===== config.mk =====
export PLATFORM = sky130hd
export DESIGN_NAME = hps_pio_slave_flat
export DESIGN_NICKNAME = d
export VERILOG_FILES = /design/src/rtl/hps_pio_slave_if.sv /design/src/rtl/hps_pio_slave.sv /design/src/flat_wrapper.sv
export SDC_FILE = /design/constraint.sdc
export NUM_CORES = 1
export LEC_CHECK = 0
export BUFFER_PORTS_ARGS = -buffer_cell sky130_fd_sc_hd__buf_2
export CAP_MARGIN = 20
export CORE_MARGIN = 2
export CORE_UTILIZATION = 50
export CTS_BUF_LIST = sky130_fd_sc_hd__clkbuf_8
export DETAILED_ROUTE_END_ITERATION = 10
export PLACE_DENSITY_LB_ADDON = 0.15
export SLEW_MARGIN = 10
export SYNTH_ARGS = -nofsm -noshare
export SYNTH_HDL_FRONTEND = slang
export SYNTH_SLANG_ARGS = --single-unit
export TNS_END_PERCENT = 5

===== constraint.sdc =====
create_clock -name clk -period 5.7 [get_ports clk]
set_input_delay 0.285 -clock clk [delete_from_list [all_inputs] [get_ports clk]]
set_output_delay 0.285 -clock clk [all_outputs]
set_load 0.02 [all_outputs]

===== src/rtl/hps_pio_slave_if.sv =====
// Avalon-MM slave bus bundle for the HPS PIO block: word address, strobes,
// write data, and registered read data with its valid qualifier.
interface hps_pio_slave_if;
    logic [2:0]  avs_address;
    logic        avs_read;
    logic        avs_write;
    logic [31:0] avs_writedata;
    logic [31:0] avs_readdata;
    logic        avs_readdatavalid;

    modport master (
        output avs_address, avs_read, avs_write, avs_writedata,
        input  avs_readdata, avs_readdatavalid
    );

    modport slave (
        input  avs_address, avs_read, avs_write, avs_writedata,
        output avs_readdata, avs_readdatavalid
    );
endinterface


===== src/rtl/hps_pio_slave.sv =====
// HPS PIO slave: LED output register, debounced switch input with per-bit
// edge capture, maskable level interrupt, fixed one-cycle read latency.
module hps_pio_slave #(
    parameter int DATA_WIDTH      = 8,
    parameter int DEBOUNCE_CYCLES = 50000
) (
    input  logic                  clk,
    input  logic                  reset,
    hps_pio_slave_if.slave        avs,
    output logic [DATA_WIDTH-1:0] leds_export,
    input  logic [DATA_WIDTH-1:0] switches_export,
    output logic                  irq
);
    localparam int CLOG = $clog2(DEBOUNCE_CYCLES + 1);
    localparam int CW   = (CLOG < 1) ? 1 : CLOG;
    localparam logic [CW-1:0] CNT_MAX = CW'(DEBOUNCE_CYCLES - 1);

    localparam logic [2:0] A_LED    = 3'd0;
    localparam logic [2:0] A_SWITCH = 3'd1;
    localparam logic [2:0] A_MASK   = 3'd2;
    localparam logic [2:0] A_EDGE   = 3'd3;
    localparam logic [2:0] A_STATUS = 3'd4;

    logic [DATA_WIDTH-1:0] led_q, led_d;
    logic [DATA_WIDTH-1:0] mask_q, mask_d;
    logic [DATA_WIDTH-1:0] edge_q, edge_d;
    logic [DATA_WIDTH-1:0] sync1_q, sync2_q;
    logic [DATA_WIDTH-1:0] db_q, db_d;
    logic [CW-1:0]         cnt_q [DATA_WIDTH];
    logic [CW-1:0]         cnt_d [DATA_WIDTH];
    logic [DATA_WIDTH-1:0] set_edge, clr_edge;
    logic                  irq_q, irq_d;
    logic [31:0]           rdata_q, rdata_d, rd_word;
    logic                  rvalid_q, rvalid_d;
    logic                  wr_en;
    logic [DATA_WIDTH-1:0] wdata;
    logic                  unused_wdata;

    // A simultaneous read wins over the write, so the write is dropped.
    assign wr_en = avs.avs_write & ~avs.avs_read;
    assign wdata = avs.avs_writedata[DATA_WIDTH-1:0];
    // Upper write-data bits have no storage behind them.
    assign unused_wdata = ^avs.avs_writedata;

    // Per-bit debounce: count while the synchronized bit disagrees with the
    // debounced bit, commit after DEBOUNCE_CYCLES consecutive disagreeing cycles.
    always_comb begin
        db_d     = db_q;
        set_edge = '0;
        for (int i = 0; i < DATA_WIDTH; i++) begin
            cnt_d[i] = '0;
            if (sync2_q[i] != db_q[i]) begin
                if (cnt_q[i] == CNT_MAX) begin
                    db_d[i]     = sync2_q[i];
                    set_edge[i] = 1'b1;
                end else begin
                    cnt_d[i] = cnt_q[i] + CW'(1);
                end
            end
        end
    end

    // Register writes; an edge set in the same cycle as its clear is kept.
    always_comb begin
        led_d    = led_q;
        mask_d   = mask_q;
        clr_edge = '0;
        if (wr_en) begin
            case (avs.avs_address)
                A_LED:   led_d    = wdata;
                A_MASK:  mask_d   = wdata;
                A_EDGE:  clr_edge = wdata;
                default: ;
            endcase
        end
        edge_d = (edge_q & ~clr_edge) | set_edge;
        irq_d  = |(edge_q & mask_q);
    end

    // Read mux; readdata is held at zero whenever no read completes.
    always_comb begin
        rd_word = '0;
        case (avs.avs_address)
            A_LED:    rd_word[DATA_WIDTH-1:0] = led_q;
            A_SWITCH: rd_word[DATA_WIDTH-1:0] = db_q;
            A_MASK:   rd_word[DATA_WIDTH-1:0] = mask_q;
            A_EDGE:   rd_word[DATA_WIDTH-1:0] = edge_q;
            A_STATUS: rd_word[0]              = irq_q;
            default:  rd_word = '0;
        endcase
        rvalid_d = avs.avs_read;
        rdata_d  = avs.avs_read ? rd_word : 32'd0;
    end

    // State registers, including the 2-flop switch synchronizer.
    always_ff @(posedge clk) begin
        if (reset) begin
            led_q    <= '0;
            mask_q   <= '0;
            edge_q   <= '0;
            sync1_q  <= '0;
            sync2_q  <= '0;
            db_q     <= '0;
            irq_q    <= 1'b0;
            rdata_q  <= '0;
            rvalid_q <= 1'b0;
            for (int i = 0; i < DATA_WIDTH; i++) cnt_q[i] <= '0;
        end else begin
            led_q    <= led_d;
            mask_q   <= mask_d;
            edge_q   <= edge_d;
            sync1_q  <= switches_export;
            sync2_q  <= sync1_q;
            db_q     <= db_d;
            irq_q    <= irq_d;
            rdata_q  <= rdata_d;
            rvalid_q <= rvalid_d;
            for (int i = 0; i < DATA_WIDTH; i++) cnt_q[i] <= cnt_d[i];
        end
    end

    assign avs.avs_readdata      = rdata_q;
    assign avs.avs_readdatavalid = rvalid_q;
    assign leds_export           = led_q;
    assign irq                   = irq_q;
endmodule

===== src/flat_wrapper.sv =====
// flat-port wrapper written by rule: the top's interface ports become plain ports
module hps_pio_slave_flat 
#(
    parameter int DATA_WIDTH      = 8,
    parameter int DEBOUNCE_CYCLES = 50000
)
  (clk, reset, leds_export, switches_export, irq, avs_avs_address, avs_avs_read, avs_avs_write, avs_avs_writedata, avs_avs_readdata, avs_avs_readdatavalid);
  hps_pio_slave_if avs_i ();
  input  logic clk;
  input  logic reset;
  output logic [DATA_WIDTH-1:0] leds_export;
  input  logic [DATA_WIDTH-1:0] switches_export;
  output logic irq;
  input wire logic [$bits(avs_i.avs_address)-1:0] avs_avs_address;
  input wire logic [$bits(avs_i.avs_read)-1:0] avs_avs_read;
  input wire logic [$bits(avs_i.avs_write)-1:0] avs_avs_write;
  input wire logic [$bits(avs_i.avs_writedata)-1:0] avs_avs_writedata;
  output wire logic [$bits(avs_i.avs_readdata)-1:0] avs_avs_readdata;
  output wire logic [$bits(avs_i.avs_readdatavalid)-1:0] avs_avs_readdatavalid;
  assign avs_i.avs_address = avs_avs_address;
  assign avs_i.avs_read = avs_avs_read;
  assign avs_i.avs_write = avs_avs_write;
  assign avs_i.avs_writedata = avs_avs_writedata;
  assign avs_avs_readdata = avs_i.avs_readdata;
  assign avs_avs_readdatavalid = avs_i.avs_readdatavalid;
  hps_pio_slave #(.DATA_WIDTH(DATA_WIDTH), .DEBOUNCE_CYCLES(DEBOUNCE_CYCLES)) u_core (.clk(clk), .reset(reset), .avs(avs_i), .leds_export(leds_export), .switches_export(switches_export), .irq(irq));
endmodule

==> impl_metrics.tcl <==
set metrics [dict create \
    cp.arrival_ns 2.47 \
    min_from "switches_export[6]" \
    ir_drop_mv 0.166 \
    synthCells 868 \
    dieArea_mm2 0.0170 \
    cts.path.max_buffers 2 \
    crit_path_end_kind "flip-flop" \
    yosys_register_bits 186 \
    crit_fanout 16 \
    max_slew_margin_pct 48.4 \
    postCtsSetupBuffers 0 \
    die_w_um 130 \
    dr.pass1.iters 5 \
    ff_latch_area_mm2 0.00372 \
    period_share_pct 37.6 \
    async_flop_share_pct 0 \
    worstSetupPathType "reg2reg" \
    insertion_delay_ns 0.46 \
    synth-edff-count 0 \
    syn_to_final_growth_pct 8.99 \
    drt-total-wl_um 14500 \
    antenna_left 0 \
    required_ns 6.03 \
    rrSetupSlack_ns 3.56 \
    fin_crit_ns 2.14 \
    reg2reg_depth 5 \
    finalHoldViolations 0 \
    maxCapViolCount 0 \
    cts_sinks 186 \
    drc 0 \
    htreeDepth 4 \
    nets 965 \
    multi_input_area_mm2 0.00394 \
    detail_route.wl_per_cell_um 12.8 \
    hold_class "in2reg" \
    final.setup.tns_ns 0 \
    finalMaxSlewViolations 0 \
    setup_viol 0 \
    cts_tree "built" \
    die_h_um 130 \
    skew_ns 0.00903 \
    grt_pass1_vias 5135 \
    r2r_start "u_core.cnt_q[0][64]" \
    leakage_nw 2.66 \
    synthFlopType "dfxtp_1" \
    portBuffers 40 \
    r2r-end "u_core.cnt_q[0][78]" \
    fin_hold_ws_ns 0.0381 \
    fin_ws_ns 3.56 \
    fmax_mhz 467 \
    grt_max_degree 52 \
    worst_pin_slew_ns 0.771 \
    clock-root-buffer "clkbuf_8" \
    syn_area_mm2 0.00798 \
    drt_iter0_drc 254 \
    via_per_inst 4.98 \
    cts_resized 0 \
    fill_cells 1479 \
    clkTransAtPathRegs_ns 0.09 \
    drive_above_1_share_pct 10.5 \
    ys_types 46 \
    hold_end "u_core.sync1_q[6]" \
    yosysSeqAreaShare_pct 46.7 \
    vias 5675 \
    gp_congestion 0.817 \
    grt_setup_unrepaired "false" \
    antenna_found_initial 3 \
    ys_warn_count 0 \
    hold_depth 2 \
    run_status "complete, no violations" \
    avgSynthCellArea_um2 9.19 \
    core_mm2 0.0157 \
    final_core_util_pct 55.3 \
    place_ws_ns 3.51 \
    powerDensity_mw_per_mm2 263 \
    start_util_pct 50.8 \
    track_usage_pct 18.0 \
    rows 46 \
    overflow 0 \
    dp.cells 1105 \
    io_pins 89 \
    fin_cells 1139 \
    grt_pass1_wl_um 24200 \
    dp_hpwl_um 9840 \
    cp-start-kind "flip-flop" \
    cts_buffers 17 \
]
[area by class of cell]
class,count,area share (%)
Timing Repair Buffer,44,2.71
Clock inverter,12,1.70
Sequential cell,186,42.8
Clock buffer,19,3.01
Inverter,30,1.30
Multi-Input combinational cell,631,45.3
Antenna cell,1,0.0288
Tap cell,216,3.11
[Yosys cell counts, types with 9 or more instances]
cell / number / area, µm²
clkbuf_1: 9 / 33.8
nor4_1: 35 / 219
nor2_1: 170 / 638
inv_1: 30 / 113
nand2_1: 48 / 180
mux2i_1: 16 / 160
nand4_1: 27 / 169
xor2_1: 13 / 114
nand3_1: 52 / 260
xnor2_1: 107 / 937
dfxtp_1: 186 / 3720
nor2b_1: 24 / 150
buf_4: 27 / 203
nor3_1: 33 / 165
[registers in the layout, indices dropped and copies added, names as in the netlist, 8 cells and up]
signal	flops
u_core.cnt_q	128
u_core.mask_q	8
u_core.avs.avs_readdata	8
u_core.leds_export	8
u_core.db_q	8
u_core.sync2_q	8
u_core.edge_q	8
u_core.sync1_q	8
[per-stage QoR]
step | cell area (µm²) | total power [mW]
floorplan | 8060 | 1.40
global placement | 8260 | 1.41
detailed placement | 8260 | 1.41
CTS | 8690 | 2.32
global route | 8690 | 2.37
finish | 8690 | 2.28
[layer usage]
layer  track usage (%)  wire (µm)  vias to the layer above
met5                 0         21                        -
met4              6.33         89                        4
met3              5.54        716                       10
met2              28.1       6630                       88
met1              23.8       7070                     2576
li1                  -          -                     2997
[worst max-delay path, stage by stage (launching register included)]
cell and delay [ns]:
dfxtp_1 0.38, ha_1 0.20, nand3_1 0.27, nor4_2 0.48, nand2b_1 0.58, nor2_1 0.11
[layout by cell type (no fill, tap or decap), types with 16 or more instances in the layout]
cell,instances
dfxtp_1,186
nor2_1,170
xnor2_1,107
nand3_1,52
nand2_1,48
buf_2,40
nor4_1,35
nor3_1,33
inv_1,30
nand4_1,27
nor2b_1,24
conb_1,24
clkbuf_8,19
mux2i_1,16
[where the power goes]
group          switching (mW)  leakage (nW)  internal (mW)
logic                  0.0482         0.952         0.0194
registers             0.00476          1.50           1.31
clock network           0.452         0.208          0.452
total                   0.505          2.66           1.78
[worst max path at each step]
stage | start | end | slack (ns)
floorplan | u_core.cnt_q[0][59] | u_core.cnt_q[0][56] | 3.82
global placement | u_core.cnt_q[0][32] | u_core.cnt_q[0][39] | 3.54
detailed placement | u_core.cnt_q[0][32] | u_core.cnt_q[0][40] | 3.51
CTS | u_core.cnt_q[0][32] | u_core.cnt_q[0][43] | 3.50
global route | u_core.cnt_q[0][32] | u_core.cnt_q[0][45] | 3.31
finish | u_core.cnt_q[0][64] | u_core.cnt_q[0][78] | 3.56
[repair_timing]
item / 4_1_cts / 5_1_grt
hold buffers: 2 / 0
setup endpoints to repair: 0 / 0
hold endpoints to repair: 2 / 0
[cell families (layout without fill, tap and decap cells)]
logic type               after synthesis  in the layout  synth area share (%)
buffers and inverters                 74            105                  5.00
other                                  1             25                0.0470
adder cells (fa/ha/maj)                8              8                  1.25
XOR/XNOR                             120            120                  13.2
AND/OR/NAND/NOR                      431            431                  27.1
multiplexers                          24             24                  4.27
AO/OA/AOI/OAI                         24             24                  2.46
flip-flops                           186            186                  46.7
Note: power is estimated with default switching activity, not from simulation.
